==> src/rtl/jtdd_arb_pkg.sv <==
// jtdd_arb_pkg: shared state encoding and widths for the SDRAM ROM arbiter.
// Used by jtdd_arb_pick and jtdd_sdram_arb.
package jtdd_arb_pkg;

  localparam int DW        = 32;
  localparam int MAX_SLOTS = 8;

  typedef enum logic [1:0] {
    IDLE = 2'd0,
    REQ  = 2'd1,
    WAIT = 2'd2
  } arb_st_t;

endpackage

==> src/rtl/jtdd_arb_pick.sv <==
// jtdd_arb_pick: combinational grant selection over the miss vector.
// JTDD_ARB_RR_EN selects round-robin from ptr+1; otherwise slot 0 wins.
module jtdd_arb_pick
  import jtdd_arb_pkg::*;
#(
  parameter int SLOTS = 4,
  parameter int IW    = 2
) (
  input  logic [SLOTS-1:0] miss,
`ifdef JTDD_ARB_RR_EN
  input  logic [IW-1:0]    ptr,
`endif
  output logic [SLOTS-1:0] grant,
  output logic [IW-1:0]    idx,
  output logic             any
);

`ifdef JTDD_ARB_RR_EN
  int j;

  // scan backwards so the first slot after ptr is the last one assigned
  always_comb begin
    grant = '0;
    idx   = '0;
    j     = 0;
    any   = |miss;
    for (int k = SLOTS-1; k >= 0; k--) begin
      j = (int'(ptr) + 1 + k) % SLOTS;
      if (miss[j]) begin
        grant    = '0;
        grant[j] = 1'b1;
        idx      = IW'(j);
      end
    end
  end
`else
  always_comb begin
    grant = '0;
    idx   = '0;
    any   = |miss;
    for (int i = SLOTS-1; i >= 0; i--) begin
      if (miss[i]) begin
        grant    = '0;
        grant[i] = 1'b1;
        idx      = IW'(i);
      end
    end
  end
`endif

endmodule

==> src/rtl/jtdd_sdram_arb.sv <==
// jtdd_sdram_arb: per-slot one-word ROM caches sharing one SDRAM read port.
// Define JTDD_ARB_RR_EN for round-robin grant instead of fixed priority.
module jtdd_sdram_arb
  import jtdd_arb_pkg::*;
#(
  parameter int SLOTS = 4,
  parameter int AW    = 22
) (
  input  logic                clk,
  input  logic                rst_n,
  input  logic                downloading,
  input  logic [SLOTS-1:0]    slot_cs,
  input  logic [SLOTS*AW-1:0] slot_addr,
  output logic [SLOTS-1:0]    slot_ok,
  output logic [SLOTS*DW-1:0] slot_dout,
  output logic                sdram_req,
  output logic [AW-1:0]       sdram_addr,
  input  logic                sdram_ack,
  input  logic                data_rdy,
  input  logic [DW-1:0]       data_read,
  output logic                refresh_en,
  output logic                busy
);

  localparam int IW = $clog2(SLOTS);

  if (SLOTS < 2 || SLOTS > MAX_SLOTS) begin : g_bad_slots
    $error("jtdd_sdram_arb: SLOTS out of range");
  end

  arb_st_t          st;
  logic [SLOTS-1:0] valid;
  logic [SLOTS-1:0] hit;
  logic [SLOTS-1:0] miss;
  logic [SLOTS-1:0] grant;
  logic [AW-1:0]    tag     [SLOTS];
  logic [DW-1:0]    data    [SLOTS];
  logic [AW-1:0]    addr_of [SLOTS];
  logic [IW-1:0]    sel;
  logic [IW-1:0]    pick_idx;
  logic             any_miss;
  logic             drop;
`ifdef JTDD_ARB_RR_EN
  logic [IW-1:0]    ptr;
`endif

  always_comb begin
    for (int i = 0; i < SLOTS; i++) begin
      addr_of[i] = slot_addr[i*AW +: AW];
      hit[i]     = slot_cs[i] & valid[i] & (tag[i] == addr_of[i]);
    end
    miss = slot_cs & ~hit;
  end

  jtdd_arb_pick #(
    .SLOTS(SLOTS),
    .IW   (IW)
  ) u_pick (
    .miss (miss),
`ifdef JTDD_ARB_RR_EN
    .ptr  (ptr),
`endif
    .grant(grant),
    .idx  (pick_idx),
    .any  (any_miss)
  );

  for (genvar i = 0; i < SLOTS; i++) begin : g_dout
    assign slot_dout[i*DW +: DW] = data[i];
  end

  assign busy       = (st != IDLE);
  assign refresh_en = (st == IDLE) & ~any_miss & ~downloading;

  always_ff @(posedge clk or negedge rst_n) begin
    if (!rst_n) begin
      st         <= IDLE;
      valid      <= '0;
      slot_ok    <= '0;
      sdram_req  <= 1'b0;
      sdram_addr <= '0;
      sel        <= '0;
      drop       <= 1'b0;
`ifdef JTDD_ARB_RR_EN
      ptr        <= '0;
`endif
      for (int i = 0; i < SLOTS; i++) begin
        tag[i]  <= '0;
        data[i] <= '0;
      end
    end else begin
      slot_ok <= downloading ? '0 : hit;
      unique case (st)
        IDLE: begin
          if (!downloading && any_miss) begin
            sel        <= pick_idx;
            sdram_addr <= addr_of[pick_idx];
            sdram_req  <= 1'b1;
            st         <= REQ;
`ifdef JTDD_ARB_RR_EN
            ptr        <= pick_idx;
`endif
          end
        end
        REQ: begin
          if (downloading) begin
            sdram_req <= 1'b0;
            st        <= IDLE;
          end else if (sdram_ack) begin
            sdram_req <= 1'b0;
            st        <= WAIT;
          end
        end
        WAIT: begin
          if (data_rdy) begin
            if (!drop && !downloading) begin
              tag[sel]  <= sdram_addr;
              data[sel] <= data_read;
            end
            drop <= 1'b0;
            st   <= IDLE;
          end else if (downloading) begin
            drop <= 1'b1;
          end
        end
        default: st <= IDLE;
      endcase
      // a fill that saw downloading at any point is discarded
      if (downloading)
        valid <= '0;
      else if (st == IDLE && any_miss)
        valid <= valid & ~grant;
      else if (st == WAIT && data_rdy && !drop)
        valid[sel] <= 1'b1;
    end
  end

endmodule

==> config.mk <==
export PLATFORM = sky130hd
export DESIGN_NAME = jtdd_sdram_arb
export DESIGN_NICKNAME = d
export VERILOG_FILES = /design/src/rtl/jtdd_arb_pkg.sv /design/src/rtl/jtdd_arb_pick.sv /design/src/rtl/jtdd_sdram_arb.sv
export SDC_FILE = /design/constraint.sdc
export NUM_CORES = 1
export LEC_CHECK = 0
export ABC_CLOCK_PERIOD_IN_PS = 2360
export CAP_MARGIN = 5
export CORE_MARGIN = 5
export CORE_UTILIZATION = 45
export CTS_CLUSTER_DIAMETER = 200
export DETAILED_ROUTE_END_ITERATION = 8
export PLACE_DENSITY_LB_ADDON = 0.12
export SYNTH_ARGS = -nofsm -noshare
export SYNTH_HDL_FRONTEND = slang
export SYNTH_SLANG_ARGS = --single-unit
==> constraint.sdc <==
create_clock -name clk -period 2.36 [get_ports clk]
set_input_delay 0.472 -clock clk [delete_from_list [all_inputs] [get_ports clk]]
set_output_delay 0.472 -clock clk [all_outputs]
set_load 0.02 [all_outputs]
==> impl_metrics.toml, run 1 <==
[clocking]
clkSlewWorstSetupHoldPaths_ns = 0.06
cts_made_buffers = 28
clockBufferDepth = 3
cts.sinks = 252
tritoncts = "built"
clock_latency_ns = 0.54
h-tree-depth = 1
clockRootBuffer = "clkbuf_16"

[synthesis]
synth_nets = 1029
ys_warn_count = 0
ys_seq_area_frac = 0.539
synthMostInstantiatedCell = "dfrtp_1"
avgSynthCellArea_um2 = 13.0
synth_edf_count = 0
synth_cells = 900
async_flop_share = 1.00
synth_top_area_frac = 0.539
synth_ff_type = "dfrtp_1"
ys_ff_latch = 252
yosys.area.top_type = "dfrtp_1"
synthTopCellsByCount = "dfrtp_1, mux2_2, xor2_1"
synth_area_leaders = "dfrtp_1, mux2_2, xor2_1"
synth_area_mm2 = 0.0117
synthDistinctLibCells = 46

[routing]
wire_per_inst_um = 22.9
viasPerCell = 5.55
route.detailed.drc = 0
ant_nets = 0
vias = 9132
first_iter_violations = 595
drt_wl_total_um = 37600
drt_first_pass_iters = 7

[worst_setup_path]
path_class = "flip-flop to primary output"
crit_path_end_kind = "primary output"
crit_arrival_ns = 2.68
start_kind = "flip-flop"
crit_start = "tag[27]"
r2r-start = "tag[50]"
critPathMaxFanout = 2
cp.required_ns = 1.89

[place]
port_buffers = 285
hpwl_um = 26600
finalWeightedCongestion = 0.898

[cells_and_area]
layout-drive-gt1-share = 0.334
area_growth_pct = 47.1
final_nets = 1411

[timing]
clock_skew_ns = 0.00833
relSlewSlack = 0.604
slew_viol_final = 0
hold_violations = 0
fin_tns_setup_ns = -16.00
tightestPinTransition_ns = 0.589
fmax_ghz = 0.317
rsz0062_at_grt = "true"
setup_violations = 28
period_needed_ns = 3.15
hold-worst-slack_ns = 0.480
finalCritPeriodShare = 1.33
setup_ws_ns = -0.790

[min_path]
hp-class = "input port to async pin"

[die]
start_util = 0.453
die_h_um = 171
die_w_um = 171
num_rows = 59
io-pin-count = 286
die_area_mm2 = 0.0293
core_area_mm2 = 0.0258

[status]
status = "finished with violations"
violations = "setup timing"

[power_and_ir_drop]
power.leakage_nw = 8.00
power_density_mw_per_mm2 = 772
worst_ir_drop_vdd_v = 0.000622
p_total_w = 0.0133

[global_route]
grtUsageTotal = 0.250
overflow = 0
grt_pass1_vias = 9502
grt_max_degree = 61
antenna_found_initial = 7
grt_pass1_wl_um = 56100

[run]
cap_violations = 0
==> per-stage QoR <==
step | cells | setup slack (ns) | cell area (um2) | utilization
2_1_floorplan | 900 | -0.215 | 11700 | -
3_3_place_gp | 1570 | -1.34 | 15800 | 0.610
3_5_place_dp | 1570 | -1.41 | 15800 | 0.610
4_1_cts | 1631 | -0.836 | 17000 | 0.656
5_1_grt | 1642 | -0.855 | 17200 | 0.666
6_report | 1644 | -0.790 | 17200 | 0.666
==> flip-flops by register name, summed over array words and instances (netlist names) <==
| name | flops |
|---|---|
| slot_dout | 128 |
| tag | 88 |
| sdram_addr | 22 |
| slot_ok | 4 |
| valid | 4 |
| sel | 2 |
| st | 2 |
| drop | 1 |
| sdram_req | 1 |
==> critical path, cell delays in order, from the launching register on <==
cell	delay [ns]
dfrtp_1	0.41
xnor2_2	0.29
nand4_1	0.34
nor4_4	0.36
a31o_2	0.22
nand4_1	0.19
nor3_4	0.18
buf_6	0.14
==> kinds of logic (layout without fill, tap and decap cells) <==
logic type,Yosys count,in the layout,share of synthesized area
flops,252,252,0.539
mux,216,216,0.208
simple gates,144,144,0.0744
compound gates,120,120,0.0839
xor+xnor,88,88,0.0659
buf+inv,80,484,0.0288
other cells,0,5,0
==> metal layers <==
layer,routed length [um],vias to the layer above,global-route usage
met5,34,-,0
met4,1500,6,0.0996
met3,3220,89,0.0696
met2,17800,385,0.401
met1,15100,4538,0.323
li1,-,4114,-
==> layout make-up <==
class | count | area (um2)
Sequential cell | 252 | 6310
Timing Repair Buffer | 407 | 4180
Antenna cell | 5 | 12.5
Multi-Input combinational cell | 568 | 5270
Inverter | 25 | 93.8
Fill cell | 2003 | 8630
Tap cell | 335 | 419
Clock inverter | 8 | 65.1
Clock buffer | 44 | 862
==> path summary, 6_finish.rpt <==
check | to | cells after the start | slack (ns)
setup / recovery | refresh_en | 7 | -0.79
hold / removal | slot_dout[93] | 2 | 0.48
setup reg to reg | sdram_addr[19] | 14 | -0.60
hold reg to reg | slot_dout[104] | 1 | 0.50
max in group asynchronous | slot_dout[67] | 3 | 1.18
min in group clk | slot_dout[104] | 1 | 0.50
==> layout by cell type, fill, tap and decap left out, types with 22 or more instances in the layout <==
master / instances
xnor2_1: 24
inv_1: 24
dfrtp_1: 252
nand3_1: 49
o211ai_1: 23
o31ai_1: 22
clkdlybuf4s50_1: 282
clkbuf_16: 33
a22oi_2: 22
mux2_2: 216
xor2_1: 63
buf_4: 87
==> timing repair <==
item	4_1_cts	5_1_grt
setup buffers	4	3
hold buffers	1	0
resized for setup	35	25
endpoints found under the hold margin	55	0
setup endpoints to repair	31	31
cloned	4	5
pin swaps	31	30
==> report_power, final <==
part | leakage, nW | switching (W) | internal (W) | total, W
Clock | 0.465 | 0.00176 | 0.00260 | 0.00436
Sequential | 3.42 | 0.000511 | 0.00493 | 0.00544
Combinational | 4.12 | 0.00168 | 0.00180 | 0.00348
Power figures use the tool's default switching activity.
==> run 2, diff against run 1 <==
--- a/config.mk
+++ b/config.mk
@@ -8,7 +8,8 @@
 export ABC_CLOCK_PERIOD_IN_PS = 2360
 export CAP_MARGIN = 5
 export CORE_MARGIN = 5
-export CORE_UTILIZATION = 45
+export CORE_UTILIZATION = 46
+export CTS_BUF_LIST = sky130_fd_sc_hd__clkbuf_4
 export CTS_CLUSTER_DIAMETER = 200
 export DETAILED_ROUTE_END_ITERATION = 8
 export PLACE_DENSITY_LB_ADDON = 0.12
==> run 2 against run 1 <==
  * The run still ends with setup timing left
  * Via count grew 2.7%
  * First-iteration DRC count shrank 22%
  * Wire length shrank 0.43%
  * Flip-flop and latch count is the same
  * Register-to-register slack lost 0.09 ns
  * Worst setup slack lost 0.16 ns
  * Sequential share of layout area grew 0.11 points
  * Critical path type unchanged
  * Critical endpoint unchanged
==> impl_metrics.toml, run 2 (same netlist as run 1, synthesis figures left out) <==
[worst_setup_path]
regToRegSetupSlack_ns = -0.69
crit_arrival_ns = 2.84
cpPeakStageDelay_ns = 0.41
crit_chain = "xnor2_2 > nand4_1 > nor4_4 > a31o_2 > nand4_1 > nor3_4 > buf_6"
path_class = "flip-flop to primary output"
rr_endpoint = "sdram_addr[6]"
crit_top_cell = "nand4_1"
crit_buf_inv = 1
cp.required_ns = 1.89
critPathMaxFanout = 3
crit_path_end_kind = "primary output"
crit_family = "simple AND/OR/NAND/NOR gates"
start_kind = "flip-flop"
crit_slowest_cell = "dfrtp_1"
worstRegToRegCells = 14
r2r-start = "tag[50]"

[routing]
drt_first_pass_iters = 5
first_iter_violations = 464
wire_per_inst_um = 22.0
ant_nets = 0
viasPerCell = 5.52
drt_wl_total_um = 37500
vias = 9380
route.detailed.drc = 0

[die]
io-pin-count = 286
start_util = 0.466
die_w_um = 169
num_rows = 58
core_area_mm2 = 0.0251
die_h_um = 169
die_area_mm2 = 0.0287

[status]
violations = "setup timing"
status = "finished with violations"

[clocking]
cts.sinks = 252
clkSlewWorstSetupHoldPaths_ns = 0.06
clockBufferDepth = 3
tritoncts = "built"
h-tree-depth = 3
clockRootBuffer = "clkbuf_4"
cts_made_buffers = 69
clock_latency_ns = 0.67

[global_route]
grt_pass1_vias = 10100
grtUsageTotal = 0.258
overflow = 0
grt_max_degree = 78
grt_pass1_wl_um = 57400
antenna_found_initial = 7

[place]
place_ws_ns = -1.44
port_buffers = 285
hpwl_um = 26900
dp_cells = 1564
placed_area_mm2 = 0.0158
finalWeightedCongestion = 0.940

[power_and_ir_drop]
p_comb_frac = 0.269
p_seq_frac = 0.428
p_int_w = 0.00877
swShare = 0.313
switching_power_w = 0.00399
p_total_w = 0.0128
worst_ir_drop_vdd_v = 0.000585
power_density_mw_per_mm2 = 742
pwr-share-clk = 0.303
power.leakage_nw = 8.10

[timing]
finalCritPeriodShare = 1.40
slew_viol_final = 0
rsz0062_at_grt = "true"
tightestPinTransition_ns = 0.507
clock_skew_ns = 0.0405
relSlewSlack = 0.660
period_needed_ns = 3.31
setup_ws_ns = -0.952
setup_violations = 30
hold_violations = 0
fmax_ghz = 0.302

[cells_and_area]
final_common_cell = "clkdlybuf4s50_1"
final_nets = 1449
final_cells = 1699
design_area_mm2 = 0.0172
layout-drive-gt1-share = 0.379
largest_reg_flops = 128
layout.cells.most_common_list = "clkdlybuf4s50_1, dfrtp_1, mux2_2"
area_growth_pct = 46.9

[run]
cap_violations = 0

[min_path]
hp-class = "input port to async pin"
-- run 2: cell count changes in the layout (fill, tap and decap cells not counted), sizes merged --
cell	change
clkbuf	+52
clkdlybuf4s50	-8
dlymetal6s2s	+5
clkinv	+4
dlygate4sd2	+3
buf	+2
clkinvlp	+2
bufbuf	-1
inv	+1
-- run 2: cell type report --
cell class,count,area [um2]
antenna,5,12.5
clock buffer,100,751
clock inverter,15,106
fill,1917,7920
inverter,25,93.8
multi-input combinational,568,5370
sequential,252,6320
tap,330,413
timing repair buffer,404,4120
-- run 2: how the worst max path moves through the flow --
stage / depth (start not counted) / from / end / slack (ns)
final: 7 / tag[27] / refresh_en / -0.95
after global routing: 9 / tag[64] / refresh_en / -1.06
after CTS: 9 / tag[50] / refresh_en / -1.05
after detailed placement: 8 / slot_addr[49] / refresh_en / -1.44
after global placement: 8 / slot_addr[49] / refresh_en / -1.36
after floorplan: 6 / slot_addr[42] / refresh_en / -0.22
-- run 2: through the flow --
| step | setup TNS [ns] | hold slack, ns | utilization |
|---|---|---|---|
| CTS | -14.09 | 0.292 | 0.675 |
| global placement | -30.26 | 0.399 | 0.627 |
| detailed placement | -30.52 | 0.396 | 0.627 |
| finish | -17.91 | 0.301 | 0.684 |
| floorplan | -3.35 | 0.176 | - |
| global route | -20.58 | 0.315 | 0.684 |
-- run 2: timing repair --
action	4_1_cts	5_1_grt
setup buffers	7	7
gates resized for setup	54	52
pin swaps	13	54
hold buffers	1	0
gates cloned	5	1
endpoints found under the hold margin	36	0
setup endpoints to repair	34	41
-- run 2: layer usage --
| layer | global-route usage | up-vias | wire length, um |
|---|---|---|---|
| li1 | - | 4235 | - |
| met1 | 0.324 | 4666 | 15100 |
| met2 | 0.400 | 385 | 17400 |
| met3 | 0.0871 | 90 | 3270 |
| met4 | 0.134 | 4 | 1640 |
| met5 | 0 | - | 25 |
-- run 2: power by group through the flow --
stage | clock, W | combinational (W) | sequential, W
3_3_place_gp | 0 | 0.00326 | 0.00547
4_1_cts | 0.00399 | 0.00339 | 0.00543
2_1_floorplan | 0 | 0.00102 | 0.00586
3_5_place_dp | 0 | 0.00329 | 0.00550
5_1_grt | 0.00426 | 0.00364 | 0.00554
6_report | 0.00387 | 0.00343 | 0.00546
